$ cat src/rtl/iomem_router_if.sv
// Master-side iomem bus: request, address, write data/strobes, registered completion and read data.
// The master holds address/data/strobes steady until it sees iomem_ready.
interface iomem_router_if;
  logic        iomem_valid;
  logic        iomem_ready;
  logic [3:0]  iomem_wstrb;
  logic [31:0] iomem_addr;
  logic [31:0] iomem_wdata;
  logic [31:0] iomem_rdata;

  modport master (
    output iomem_valid, iomem_wstrb, iomem_addr, iomem_wdata,
    input  iomem_ready, iomem_rdata
  );

  modport slave (
    input  iomem_valid, iomem_wstrb, iomem_addr, iomem_wdata,
    output iomem_ready, iomem_rdata
  );
endinterface

$ cat src/rtl/iomem_router.sv
// Routes claimed iomem accesses to one of four slaves; completes in 2+ cycles (unmapped in 1).
// Waits for s_ready up to TIMEOUT cycles, then returns all-ones; unclaimed requests get no ready.
module iomem_router #(
  parameter logic [7:0] BASE_BYTE = 8'h03,
  parameter int         TIMEOUT   = 255
) (
  input  logic           clk,
  input  logic           reset,
  iomem_router_if.slave  bus,
  output logic [3:0]     s_valid,
  input  logic [3:0]     s_ready,
  input  logic [127:0]   s_rdata,
  output logic [7:0]     s_addr,
  output logic [3:0]     s_wstrb,
  output logic [31:0]    s_wdata,
  output logic           err_decode,
  output logic           err_timeout,
  input  logic           clear_err
);

  typedef enum logic [1:0] {IDLE, ACCESS, DONE} state_t;

  localparam logic [7:0] CNT_LAST = 8'(TIMEOUT - 1);

  state_t      state, state_nxt;
  logic [1:0]  sel, sel_nxt;
  logic [7:0]  cnt, cnt_nxt;
  logic        ready_q, ready_nxt;
  logic [31:0] rdata_q, rdata_nxt;
  logic [3:0]  s_valid_nxt, s_wstrb_nxt;
  logic [7:0]  s_addr_nxt;
  logic [31:0] s_wdata_nxt;
  logic        dec_set, to_set;
  logic        claim, unmapped;

  assign claim    = bus.iomem_valid && (bus.iomem_addr[31:24] == BASE_BYTE);
  assign unmapped = |bus.iomem_addr[23:10];

  assign bus.iomem_ready = ready_q;
  assign bus.iomem_rdata = rdata_q;

  always_comb begin
    state_nxt   = state;
    sel_nxt     = sel;
    cnt_nxt     = cnt;
    ready_nxt   = 1'b0;
    rdata_nxt   = rdata_q;
    s_valid_nxt = s_valid;
    s_addr_nxt  = s_addr;
    s_wstrb_nxt = s_wstrb;
    s_wdata_nxt = s_wdata;
    dec_set     = 1'b0;
    to_set      = 1'b0;
    case (state)
      IDLE: begin
        if (claim) begin
          if (unmapped) begin
            rdata_nxt = 32'h0;
            dec_set   = 1'b1;
            ready_nxt = 1'b1;
            state_nxt = DONE;
          end else begin
            sel_nxt     = bus.iomem_addr[9:8];
            s_valid_nxt = 4'b0001 << bus.iomem_addr[9:8];
            s_addr_nxt  = bus.iomem_addr[7:0];
            s_wstrb_nxt = bus.iomem_wstrb;
            s_wdata_nxt = bus.iomem_wdata;
            cnt_nxt     = 8'd0;
            state_nxt   = ACCESS;
          end
        end
      end
      ACCESS: begin
        // A ready arriving on the last allowed cycle still counts as success.
        if (s_ready[sel]) begin
          rdata_nxt   = s_rdata[{sel, 5'd0} +: 32];
          s_valid_nxt = 4'b0000;
          ready_nxt   = 1'b1;
          state_nxt   = DONE;
        end else if (cnt == CNT_LAST) begin
          rdata_nxt   = 32'hFFFF_FFFF;
          to_set      = 1'b1;
          s_valid_nxt = 4'b0000;
          ready_nxt   = 1'b1;
          state_nxt   = DONE;
        end else begin
          cnt_nxt = cnt + 8'd1;
        end
      end
      DONE: begin
        state_nxt = IDLE;
      end
      default: begin
        state_nxt = IDLE;
      end
    endcase
  end

  always_ff @(posedge clk) begin
    if (reset) begin
      state       <= IDLE;
      sel         <= 2'd0;
      cnt         <= 8'd0;
      ready_q     <= 1'b0;
      rdata_q     <= 32'h0;
      s_valid     <= 4'b0000;
      s_addr      <= 8'h0;
      s_wstrb     <= 4'h0;
      s_wdata     <= 32'h0;
      err_decode  <= 1'b0;
      err_timeout <= 1'b0;
    end else begin
      state       <= state_nxt;
      sel         <= sel_nxt;
      cnt         <= cnt_nxt;
      ready_q     <= ready_nxt;
      rdata_q     <= rdata_nxt;
      s_valid     <= s_valid_nxt;
      s_addr      <= s_addr_nxt;
      s_wstrb     <= s_wstrb_nxt;
      s_wdata     <= s_wdata_nxt;
      // Setting a flag takes priority over clearing it in the same cycle.
      err_decode  <= dec_set | (err_decode & ~clear_err);
      err_timeout <= to_set | (err_timeout & ~clear_err);
    end
  end

endmodule

$ cat src/flat_wrapper.sv
// flat-port wrapper written by rule: the top's interface ports become plain ports
module iomem_router_flat 
#(
  parameter logic [7:0] BASE_BYTE = 8'h03,
  parameter int         TIMEOUT   = 255
)
  (clk, reset, s_valid, s_ready, s_rdata, s_addr, s_wstrb, s_wdata, err_decode, err_timeout, clear_err, bus_iomem_valid, bus_iomem_wstrb, bus_iomem_addr, bus_iomem_wdata, bus_iomem_ready, bus_iomem_rdata);
  iomem_router_if bus_i ();
  input  logic clk;
  input  logic reset;
  output logic [3:0] s_valid;
  input  logic [3:0] s_ready;
  input  logic [127:0] s_rdata;
  output logic [7:0] s_addr;
  output logic [3:0] s_wstrb;
  output logic [31:0] s_wdata;
  output logic err_decode;
  output logic err_timeout;
  input  logic clear_err;
  input wire logic [$bits(bus_i.iomem_valid)-1:0] bus_iomem_valid;
  input wire logic [$bits(bus_i.iomem_wstrb)-1:0] bus_iomem_wstrb;
  input wire logic [$bits(bus_i.iomem_addr)-1:0] bus_iomem_addr;
  input wire logic [$bits(bus_i.iomem_wdata)-1:0] bus_iomem_wdata;
  output wire logic [$bits(bus_i.iomem_ready)-1:0] bus_iomem_ready;
  output wire logic [$bits(bus_i.iomem_rdata)-1:0] bus_iomem_rdata;
  assign bus_i.iomem_valid = bus_iomem_valid;
  assign bus_i.iomem_wstrb = bus_iomem_wstrb;
  assign bus_i.iomem_addr = bus_iomem_addr;
  assign bus_i.iomem_wdata = bus_iomem_wdata;
  assign bus_iomem_ready = bus_i.iomem_ready;
  assign bus_iomem_rdata = bus_i.iomem_rdata;
  iomem_router #(.BASE_BYTE(BASE_BYTE), .TIMEOUT(TIMEOUT)) u_core (.clk(clk), .reset(reset), .bus(bus_i), .s_valid(s_valid), .s_ready(s_ready), .s_rdata(s_rdata), .s_addr(s_addr), .s_wstrb(s_wstrb), .s_wdata(s_wdata), .err_decode(err_decode), .err_timeout(err_timeout), .clear_err(clear_err));
endmodule
$ cat config.mk
export PLATFORM = sky130hd
export DESIGN_NAME = iomem_router_flat
export DESIGN_NICKNAME = d
export VERILOG_FILES = /design/src/rtl/iomem_router_if.sv /design/src/rtl/iomem_router.sv /design/src/flat_wrapper.sv
export SDC_FILE = /design/constraint.sdc
export NUM_CORES = 1
export LEC_CHECK = 0
export CAP_MARGIN = 5
export CORE_MARGIN = 1.5
export CORE_UTILIZATION = 35
export CTS_CLUSTER_SIZE = 8
export DETAILED_ROUTE_END_ITERATION = 10
export PLACE_DENSITY = 0.83
export SKIP_LAST_GASP = 1
export SYNTH_ARGS = -nofsm -noshare
export SYNTH_HDL_FRONTEND = slang
export SYNTH_SLANG_ARGS = --single-unit
$ cat constraint.sdc
create_clock -name clk -period 1.7 [get_ports clk]
set_input_delay 0.425 -clock clk [delete_from_list [all_inputs] [get_ports clk]]
set_output_delay 0.425 -clock clk [all_outputs]
set_load 0.1 [all_outputs]
==> key figures <==
Status
  • Outcome: finished with violations
  • Violations in the final reports: setup timing

Pwr
  • Static leakage: 3.55 nW
  • Switching pwr: 1.08 mW
  • Clock power frac: 0.448
  • Sw frac: 0.205
  • Register share of total power: 0.421
  • Int Power: 4.20 mW
  • Max IR drop VDD: 0.000471 V
  • PwrDens: 512 mW/mm2
  • Comb pwr share: 0.131

Synth
  • Seq/Total Area, Yosys: 0.389
  • EDFF count, synth: 0
  • Post-Synthesis Cells: 501
  • Post-synthesis compound-gate area fraction: 0.181
  • Post-synthesis adder-cell area fraction: 0.00512
  • Synth Flop Type: dfxtp_1
  • Post-synth cell types: 41
  • Synth Area in XOR/XNOR: 0
  • Mapped cell area: 0.00489 mm2
  • Syn avg cell area: 9.76 um2
  • Largest family of logic cells by synthesized area: multiplexers
  • Asr flop ratio synth: 0
  • Seq cells post-synth: 95
  • Mux cell area share after synthesis: 0.228
  • Synth Area in Simple Gates: 0.142
  • Syn_nets: 707
  • Ys Warns: 0

Timing
  • Final setup viols: 64
  • Final Hold Fails: 0
  • RSZ-0062 raised after global routing: true
  • Post-layout min period: 1.85 ns
  • Clock skew: 0.00938 ns
  • Final worst path period share: 1.09
  • Worst rel slew slack: 0.738
  • Max Slew Vio Count: 0
  • Worst Setup Slack, final: -0.154 ns
  • Fmax: 539 MHz
  • Slew at the pin closest to its max-slew limit: 0.392 ns

Floorplanning
  • Die Height: 121 um
  • Core Footprint: 0.0138 mm2
  • Effective utilization at floorplan: 0.355
  • Ports: 287
  • # rows: 43
  • Die Area: 0.0147 mm2
  • Die Span X: 121 um

Flow run
  • Max-Cap Viols: 0

Setup path
  • CP Class: flop to flop
  • Worst EP required: 1.93 ns
  • CP max FO: 4
  • R2R Path End: u_core.bus.iomem_rdata[23]$_SDFFE_PP0P_
  • Critical R2R Launch: u_core.sel[0]$_SDFFE_PP0P_
  • Worst Setup SP: u_core.sel[0]$_SDFFE_PP0P_
  • Startpoint types: flop
  • Worst Setup End Kind: flop
  • CP Capture Point: u_core.bus.iomem_rdata[23]$_SDFFE_PP0P_
  • Worst EP arrival: 2.08 ns
  • R2R setup slack: -0.15 ns
  • Reg2reg path depth: 7

Final layout
  • Area of the multi-input gates: 0.00305 mm2
  • Fillcell total: 904
  • Layout cell share with drive strength beyond 1: 0.330
  • Final core occ: 0.750
  • Fin nets: 1031
  • Post-route design area: 0.0103 mm2
  • Area grow syn2layout: 111%
  • Storage cell area: 0.00191 mm2

Place
  • Area after DPL: 0.00897 mm2
  • PortBufs: 286
  • Routability Congestion: 0.770
  • Hpwl dp: 14000 um

Clock network
  • TritonCTS Buffers: 9
  • Clock root buffer: clkbuf_16
  • Worst-case clock buffer depth: 2
  • Hold-fix buffer count after cts: 0
  • Worst skew pair latency: 0.35 ns
  • Clock transition at path regs: 0.07 ns
  • H-tree Lvls: 3
  • CTS tree: built
  • Total clock sinks: 95

GRT
  • Total GRT Usage: 0.284
  • Vias in the first global route: 5764
  • Grt total ovfl: 0
  • Pin count of the biggest net entering global routing: 40
  • Initial antenna violation count: 1
  • First-pass GRT wire length: 31600 um

Detailed routing
  • Routed wire length per instance: 22.1 um
  • Drt first pass iters: 4
  • ANT nets after route: 0
  • 1st-iter DRT viols: 319
  • Drc violations: 0
  • Post-DR vias/cell: 5.57
  • Drt total wl: 22300 um
  • Via count: 5636

Hold path
  • HP Class: flop to flop
==> placed cells by master (no fill, tap or decap), types with 3 or more instances in the layout <==
cell	n
bufinv_16	3
o21ai_2	3
clkdlybuf4s50_1	179
a21oi_2	15
nand2b_1	37
dlygate4sd2_1	17
and3_1	3
nand3_2	14
nor2_1	5
o21ai_0	61
dfxtp_1	93
a311oi_2	3
nand2_1	8
mux4_2	33
clkbuf_1	3
a31oi_1	4
clkbuf_16	11
a21oi_1	36
mux2i_1	35
a211oi_2	4
nand3_1	30
nand3_4	3
clkdlybuf4s15_1	5
buf_6	17
o21ai_1	15
inv_1	5
buf_12	100
buf_16	10
buf_4	32
==> cells by family after synthesis <==
logic type,after synthesis
AOI/OAI and AO/OA,156
adders and majority gates,2
buffers and inverters,57
DFF,95
muxes,70
and+or+nand+nor,121
==> Yosys cell counts, types with 5 or more instances <==
cell / count / area, um2
a311oi_1: 5 / 43.8
a21oi_1: 51 / 255
nand3_1: 47 / 235
buf_2: 9 / 45.0
nor2_1: 6 / 22.5
nand2_1: 9 / 33.8
mux4_2: 33 / 743
o21ai_0: 80 / 400
nand2b_1: 37 / 231
dfxtp_1: 95 / 1900
mux2i_1: 36 / 360
clkbuf_1: 35 / 131
inv_1: 5 / 18.8
==> power by group through the flow <==
stage	Clock [mW]	Combinational, mW	Sequential [mW]
after global routing	2.50	0.725	2.22
after global placement	0	0.646	2.28
after floorplan	0	0.128	2.28
final	2.37	0.693	2.22
after detailed placement	0	0.660	2.28
after CTS	2.40	0.669	2.22
==> flip-flops by register name, summed over array words and instances, names as in the netlist <==
signal	flops
u_core.bus.iomem_rdata	32
u_core.cnt	8
u_core.s_addr	8
u_core.s_wdata	32
u_core.bus.iomem_ready	1
u_core.state	2
u_core.s_wstrb	4
u_core.s_valid	4
u_core.err_decode	1
u_core.err_timeout	1
u_core.sel	2
==> per-stage QoR <==
step | std cells | worst slack [ns] | hold WS [ns] | total power [mW] | setup TNS [ns]
floorplan | 501 | -0.0125 | 0.498 | 2.40 | -0.400
global placement | 955 | -0.651 | 0.486 | 2.92 | -56.34
detailed placement | 955 | -0.697 | 0.502 | 2.94 | -60.57
CTS | 1006 | -0.173 | 0.511 | 5.29 | -6.63
global route | 1011 | -0.206 | 0.524 | 5.45 | -8.78
finish | 1011 | -0.154 | 0.511 | 5.28 | -4.95
==> how the worst min path moves through the flow <==
stage | from | to | slack [ns] | cells after the start
final | u_core.bus.iomem_rdata[30]$_SDFFE_PP0P_ | u_core.bus.iomem_rdata[30]$_SDFFE_PP0P_ | 0.51 | 2
after global routing | u_core.s_wdata[20]$_SDFFE_PP0P_ | u_core.s_wdata[20]$_SDFFE_PP0P_ | 0.52 | 2
after CTS | u_core.s_wstrb[1]$_SDFFE_PP0P_ | u_core.s_wstrb[1]$_SDFFE_PP0P_ | 0.51 | 2
after detailed placement | u_core.s_wstrb[1]$_SDFFE_PP0P_ | u_core.s_wstrb[1]$_SDFFE_PP0P_ | 0.50 | 2
after global placement | u_core.err_decode$_SDFF_PP0_ | u_core.err_decode$_SDFF_PP0_ | 0.49 | 2
after floorplan | u_core.state[0]$_SDFFE_PP0P_ | u_core.cnt[2]$_SDFFE_PP0P_ | 0.50 | 2
==> routing by layer <==
metal | vias to the layer above | share of wire | track usage
li1 | 2533 | - | -
met1 | 2768 | 0.36 | 0.312
met2 | 280 | 0.53 | 0.512
met3 | 55 | 0.078 | 0.0775
met4 | 0 | 0.036 | 0.120
met5 | - | 0 | 0
==> repair_timing <==
| action | CTS | global route |
|---|---|---|
| setup endpoints to repair | 95 | 92 |
| gates resized for setup | 79 | 70 |
| setup buffers | 20 | 7 |
| gates cloned | 15 | 2 |
| pin swaps | 31 | 46 |
==> critical path, cell delays in order, from the launching register on <==
cell and delay [ns]:
dfxtp_2 0.35, mux4_2 0.58, a21oi_4 0.19, o22ai_4 0.11
buf_12 0.14, buf_12 0.12, buf_16 0.13, mux2i_1 0.10
==> final cells by class <==
cell class | count | share of cell area
multi-input cells | 349 | 0.296
clock inverters | 3 | 0.00872
diodes | 1 | 0.000242
repair buffers | 365 | 0.463
inverters | 5 | 0.00182
clock buffers | 13 | 0.0242
flip-flops and latches | 95 | 0.185
well taps | 180 | 0.0218
Power figures use the tool's default switching activity.
